`src/rtl/seq_booth_multiplier.sv`:
```
// Iterative radix-RADIX Booth multiplier with valid/ready on both sides.
// Define SEQ_BOOTH_MULTIPLIER_ZERO_BYPASS_EN to skip the Booth steps for zero operands.
module seq_booth_multiplier #(
  parameter int DATA_WIDTH = 32,
  parameter int RADIX      = 4
) (
  input  logic                    clk_i,
  input  logic                    rst_i,
  input  logic                    clk_en_i,
  input  logic                    valid_i,
  output logic                    ready_o,
  input  logic [DATA_WIDTH-1:0]   operand_A_i,
  input  logic [DATA_WIDTH-1:0]   operand_B_i,
  input  logic                    signed_A_i,
  input  logic                    signed_B_i,
  output logic [2*DATA_WIDTH-1:0] result_o,
  output logic                    valid_o,
  input  logic                    ready_i,
  output logic                    busy_o
);

  localparam int R  = $clog2(RADIX);
  localparam int W  = DATA_WIDTH + R;
  localparam int PW = W + R;
  localparam int N  = DATA_WIDTH / R + 1;
  localparam int CW = $clog2(N);

  typedef enum logic [1:0] {
    S_IDLE,
    S_MULTIPLY,
    S_DONE
  } state_t;

  state_t                  r_state;
  logic [PW-1:0]           r_p;
  logic [W-1:0]            r_a;
  logic [W-1:0]            r_b;
  logic                    r_l;
  logic [CW-1:0]           r_cnt;
  logic [2*DATA_WIDTH-1:0] r_res;

  logic signed [R:0]       w_k;
  logic signed [PW-1:0]    w_kx;
  logic signed [PW-1:0]    w_bx;
  logic signed [PW-1:0]    w_kb;
  logic [PW-1:0]           w_sum;
  logic [PW+W:0]           w_sh;
  logic [W-1:0]            w_a_ext;
  logic [W-1:0]            w_b_ext;
  logic                    w_last;
`ifdef SEQ_BOOTH_MULTIPLIER_ZERO_BYPASS_EN
  logic                    w_zero;
`endif

  always_comb begin
    // Booth digit from {A[R-1:0], L}: signed low group plus the borrow bit
    w_k = $signed({r_a[R-1], r_a[R-1:0]})
        + $signed({{R{1'b0}}, r_l});
    w_kx = {{(PW-R-1){w_k[R]}}, w_k};
    w_bx = {{R{r_b[W-1]}}, r_b};
    w_kb = w_kx * w_bx;
    w_sum = r_p + w_kb;
    w_sh = $signed({w_sum, r_a, r_l}) >>> R;
    w_last = (r_cnt == CW'(N - 1));
  end

  always_comb begin
    if (signed_A_i) begin
      w_a_ext = {{R{operand_A_i[DATA_WIDTH-1]}}, operand_A_i};
    end else begin
      w_a_ext = {{R{1'b0}}, operand_A_i};
    end
    if (signed_B_i) begin
      w_b_ext = {{R{operand_B_i[DATA_WIDTH-1]}}, operand_B_i};
    end else begin
      w_b_ext = {{R{1'b0}}, operand_B_i};
    end
  end

`ifdef SEQ_BOOTH_MULTIPLIER_ZERO_BYPASS_EN
  assign w_zero = (operand_A_i == '0) | (operand_B_i == '0);
`endif

  always_ff @(posedge clk_i) begin
    if (rst_i) begin
      r_state <= S_IDLE;
      r_p     <= '0;
      r_a     <= '0;
      r_b     <= '0;
      r_l     <= 1'b0;
      r_cnt   <= '0;
      r_res   <= '0;
    end else if (clk_en_i) begin
      unique case (r_state)
        S_IDLE: begin
          if (valid_i) begin
            r_a   <= w_a_ext;
            r_b   <= w_b_ext;
            r_p   <= '0;
            r_l   <= 1'b0;
            r_cnt <= '0;
`ifdef SEQ_BOOTH_MULTIPLIER_ZERO_BYPASS_EN
            if (w_zero) begin
              r_res   <= '0;
              r_state <= S_DONE;
            end else begin
              r_state <= S_MULTIPLY;
            end
`else
            r_state <= S_MULTIPLY;
`endif
          end
        end
        S_MULTIPLY: begin
          {r_p, r_a, r_l} <= w_sh;
          r_cnt <= r_cnt + CW'(1);
          // last step: the product sits in {P, A} of the shifted word
          if (w_last) begin
            r_res   <= w_sh[2*DATA_WIDTH:1];
            r_state <= S_DONE;
          end
        end
        S_DONE: begin
          if (ready_i) begin
            r_state <= S_IDLE;
          end
        end
        default: r_state <= S_IDLE;
      endcase
    end
  end

  assign ready_o  = (r_state == S_IDLE) & clk_en_i;
  assign busy_o   = (r_state == S_MULTIPLY);
  assign valid_o  = (r_state == S_DONE);
  assign result_o = r_res;

endmodule

```
`config.mk`:
```
export PLATFORM = sky130hd
export DESIGN_NAME = seq_booth_multiplier
export DESIGN_NICKNAME = d
export VERILOG_FILES = /design/src/rtl/seq_booth_multiplier.sv
export SDC_FILE = /design/constraint.sdc
export NUM_CORES = 1
export LEC_CHECK = 0
export ABC_AREA = 1
export CAP_MARGIN = 25
export CORE_UTILIZATION = 51
export DETAILED_ROUTE_END_ITERATION = 10
export PLACE_DENSITY = 0.82
export SLEW_MARGIN = 10
export SYNTH_ARGS = -nofsm -noshare
export SYNTH_HDL_FRONTEND = slang
export SYNTH_SLANG_ARGS = --single-unit
```
`constraint.sdc`:
```
create_clock -name clk_i -period 4.3 [get_ports clk_i]
set_input_delay 0.86 -clock clk_i [delete_from_list [all_inputs] [get_ports clk_i]]
set_output_delay 0.86 -clock clk_i [all_outputs]
set_load 0.02 [all_outputs]
```
==> summary.md <==
| Metric | Value |
|---|---|
| Worst Slack Setup Final | `188 ps` |
| Post-Synthesis Cells | `1565` |
| CTS tree | `done` |
| Core Region | `roughly 21000 um2` |
| Sequential element share of the synthesized area | `a little under a third` |
| Initial Utilization | `52.4%` |
| Post-route ant nets | `0` |
| # Max-Cap Violations | `0` |
| CTS max path bufs | `2` |
| Pre-CTS setup slack | `-50.7 ps` |
| Synth Area per Inst | `just over 7 um2` |
| Highest metal used | `met4` |
| Grt ovf | `0` |
| CTS buffer count | `17` |
| Die area | `about 22000 um2` |
| CP startpoint | `r_a[0]$_SDFFE_PP0P_` |
| Most frequently used flop master after synthesis | `dfxtp_1` |
| Vias in the first global route | `roughly 10000` |
| Initial drt markers | `624` |
| Yosys warns | `0` |
| Worst Max-Slew Pin Slew | `1010 ps` |
| Worst vdd ir | `0.237 mV` |
| Final Hold Viols | `0` |
| Final period util | `95.6%` |
| Largest stage delay on the critical path | `490 ps` |
| Logic pwr share | `around 14%` |
| Cell Area, Placed | `roughly 13000 um2` |
| Internal | `2.65 mW` |
| P&R area growth vs syn | `26.0%` |
| Syn nets | `1777` |
| Crit path required time | `roughly 4700 ps` |
| First-pass detailed-route iteration total | `5` |
| Sw Share | `29.1%` |
| Post-Synthesis Cell Area | `11100 um2` |
| Hold Buf Count CTS | `0` |
| Max_slew headroom | `between 30% and 40%` |
| CP Class | `flip-flop to flip-flop` |
| Clk_skew | `17.9 ps` |
| Clock sinks | `around 170` |
| Setup Total Neg Slack | `0 ps` |
| Crit path cell chain | `ha_1, inv_2, ha_4, inv_2, buf_12, buf_4, nor2_1, fa_1, fa_1, ha_1, ha_1, nand2_2, nor2_1, nand3_1, nand3_1, nand2_1, nand2_2, xor2_2, nand2_1, a21oi_1` |
| IO Count | `138` |
| Run status | `finished clean` |
| Final instance area | `14000 um2` |
| Port buffer count | `roughly 140` |
| Clk slew on worst S/H paths | `roughly 80 ps` |
| Minimum clock period | `4110 ps` |
| CP dominant cell by count | `ha_1` |
| Vias per Instance | `about 5.3` |
| HP Start | `result_o[6]$_SDFFE_PP0P_` |
| Non-Filler Instances | `2016` |
| Hold Crit Depth | `2` |
| Via Count | `10595` |
| Count of different cell masters after synthesis | `36` |
| GPL Wtd Cong | `0.929` |
| Initial antenna violation count | `1` |
| Crit Path Max Fanout | `12` |
| First-pass GRT wire length | `between 40000 and 50000 um` |
| Ys async rst share | `0%` |
| Worst Hold Slack | `around 460 ps` |
| Register bit total from synthesis | `roughly 170` |
| Most frequent cells in the layout | `nand2_1, inv_1, dfxtp_1, nor2_1, a21oi_1` |
| Drt drc | `0` |
| P per Cell Area | `266 nW/um2` |
| Crit. End Element | `flip-flop` |
| Placed insts | `1979` |
| Die span in y | `150 um` |
| Worst EP arrival | `~4500 ps` |
| Clock tree root driver cell | `clkbuf_16` |
| Die width | `150 um` |
| Met3 WL | `2260 um` |
| # rows | `53` |
| Seq pwr share | `45.3%` |
| Share of cells above drive strength 1 | `roughly a tenth` |
| Lkg Pwr | `6.90 nW` |
| Final Max Tran Viols | `0` |
| Largest net degree at the start of global routing | `94` |
| Skew-Pair Late Insertion Delay | `450 ps` |
| Commonest non-fill, non-tap cell in the layout | `nand2_1` |
| Startpoint types | `flip-flop` |
| Setup-failing EPs final | `0` |
| WL final | `roughly 31000 um` |
| Worst Reg-to-Reg Cells | `20` |
| Max frequency | `243 MHz` |
| WL/cell | `15.2 um` |
| Hold/Removal Path Class | `flip-flop to flip-flop` |
| GRT Total Usage | `between 20 and 30%` |
| Clock Power Share | `41.2%` |
| Final nets | `1939` |
| Routed length on met2 | `14600 um` |
| R2r startpoint | `r_a[0]$_SDFFE_PP0P_` |
| H-tree depth | `4` |
| Metal1 wirelength | `12900 um` |
| CP max-delay cell | `fa_1` |
| Placed wire-length estimate | `~22000 um` |
| NetSw | `~1.1 mW` |
| EDFF count, synth | `0` |
[per-layer routing]
layer | vias up | global-route usage [%]
met5 | - | 0
met4 | 0 | 11.2
met3 | 52 | 6.55
met2 | 335 | 47.3
met1 | 4961 | 35.1
li1 | 5247 | -
[path summary, 6_finish.rpt]
path	slack, ps	endpoint
min	460	result_o[6]$_SDFFE_PP0P_
min reg2reg	460	result_o[6]$_SDFFE_PP0P_
max reg2reg	190	r_p[17]$_SDFFE_PP0P_
max	190	r_p[17]$_SDFFE_PP0P_
[registers in the layout (all words and copies together) (netlist names)]
register,count
result_o,64
r_p,34
r_l,1
r_cnt,5
r_b,33
r_state,2
r_a,34
[power groups by stage]
stage / clock, mW / combinational [mW] / sequential (mW)
final: 1.54 / 0.507 / 1.69
after global routing: 1.63 / 0.564 / 1.70
after CTS: 1.55 / 0.487 / 1.69
after detailed placement: 0 / 0.481 / 1.73
after global placement: 0 / 0.472 / 1.72
after floorplan: 0 / 0.282 / 1.71
[worst max-delay path: cells and delay by family (launching register included)]
kind / cells / cell delay [ps]
and+or+nand+nor: 8 / 910
adders and majority gates: 6 / 1940
buffers and inverters: 4 / 410
xor gates and xnor gates: 1 / 250
AOI/OAI and AO/OA: 1 / 170
DFF: 1 / 330
[synthesized netlist by cell type, drive strengths merged (2+ instances only)]
cell / count / area (um2)
a211oi: 2 / 15.0
a21o: 2 / 15.0
a21oi: 151 / 756
a221oi: 2 / 17.5
a31oi: 23 / 144
buf: 26 / 139
clkbuf: 41 / 155
dfxtp: 173 / 3460
fa: 67 / 1340
ha: 74 / 926
inv: 215 / 807
nand2: 413 / 1550
nand3: 42 / 210
nand3b: 5 / 37.5
nor2: 183 / 713
nor3: 12 / 65.1
nor3b: 2 / 15.0
o21ai: 103 / 516
o21bai: 2 / 15.0
or2: 2 / 12.5
xnor2: 5 / 43.8
xor2: 16 / 140
[cells by family after synthesis]
| logic type | Yosys count | synth area share (%) |
|---|---|---|
| buffers and inverters | 282 | 9.89 |
| adder cells (fa/ha/maj) | 141 | 20.4 |
| XOR/XNOR | 21 | 1.65 |
| AO/OA/AOI/OAI | 288 | 13.5 |
| flip-flops | 173 | 31.1 |
| AND/OR/NAND/NOR | 660 | 23.5 |
[final cells by class]
class	count	area (um2)
well taps	275	344
clock inverters	13	143
multi-input cells	1110	6820
fillers	1858	7200
flip-flops and latches	173	3470
inverters	215	807
diodes	1	2.50
repair buffers	210	2010
clock buffers	19	433
[metrics by stage]
stage	total power, mW	util (%)
global placement	2.20	61.9
detailed placement	2.21	61.9
CTS	3.73	64.7
floorplan	2.00	-
finish	3.73	66.1
global route	3.89	66.1
[timing repair]
action                                  CTS  global route
endpoints found under the setup margin    9            49
pin swaps                                 0            14
gates resized for setup                   3            69
buffers inserted                          0             3
cloned                                    0             0
Note: power is estimated with default switching activity, not from simulation.
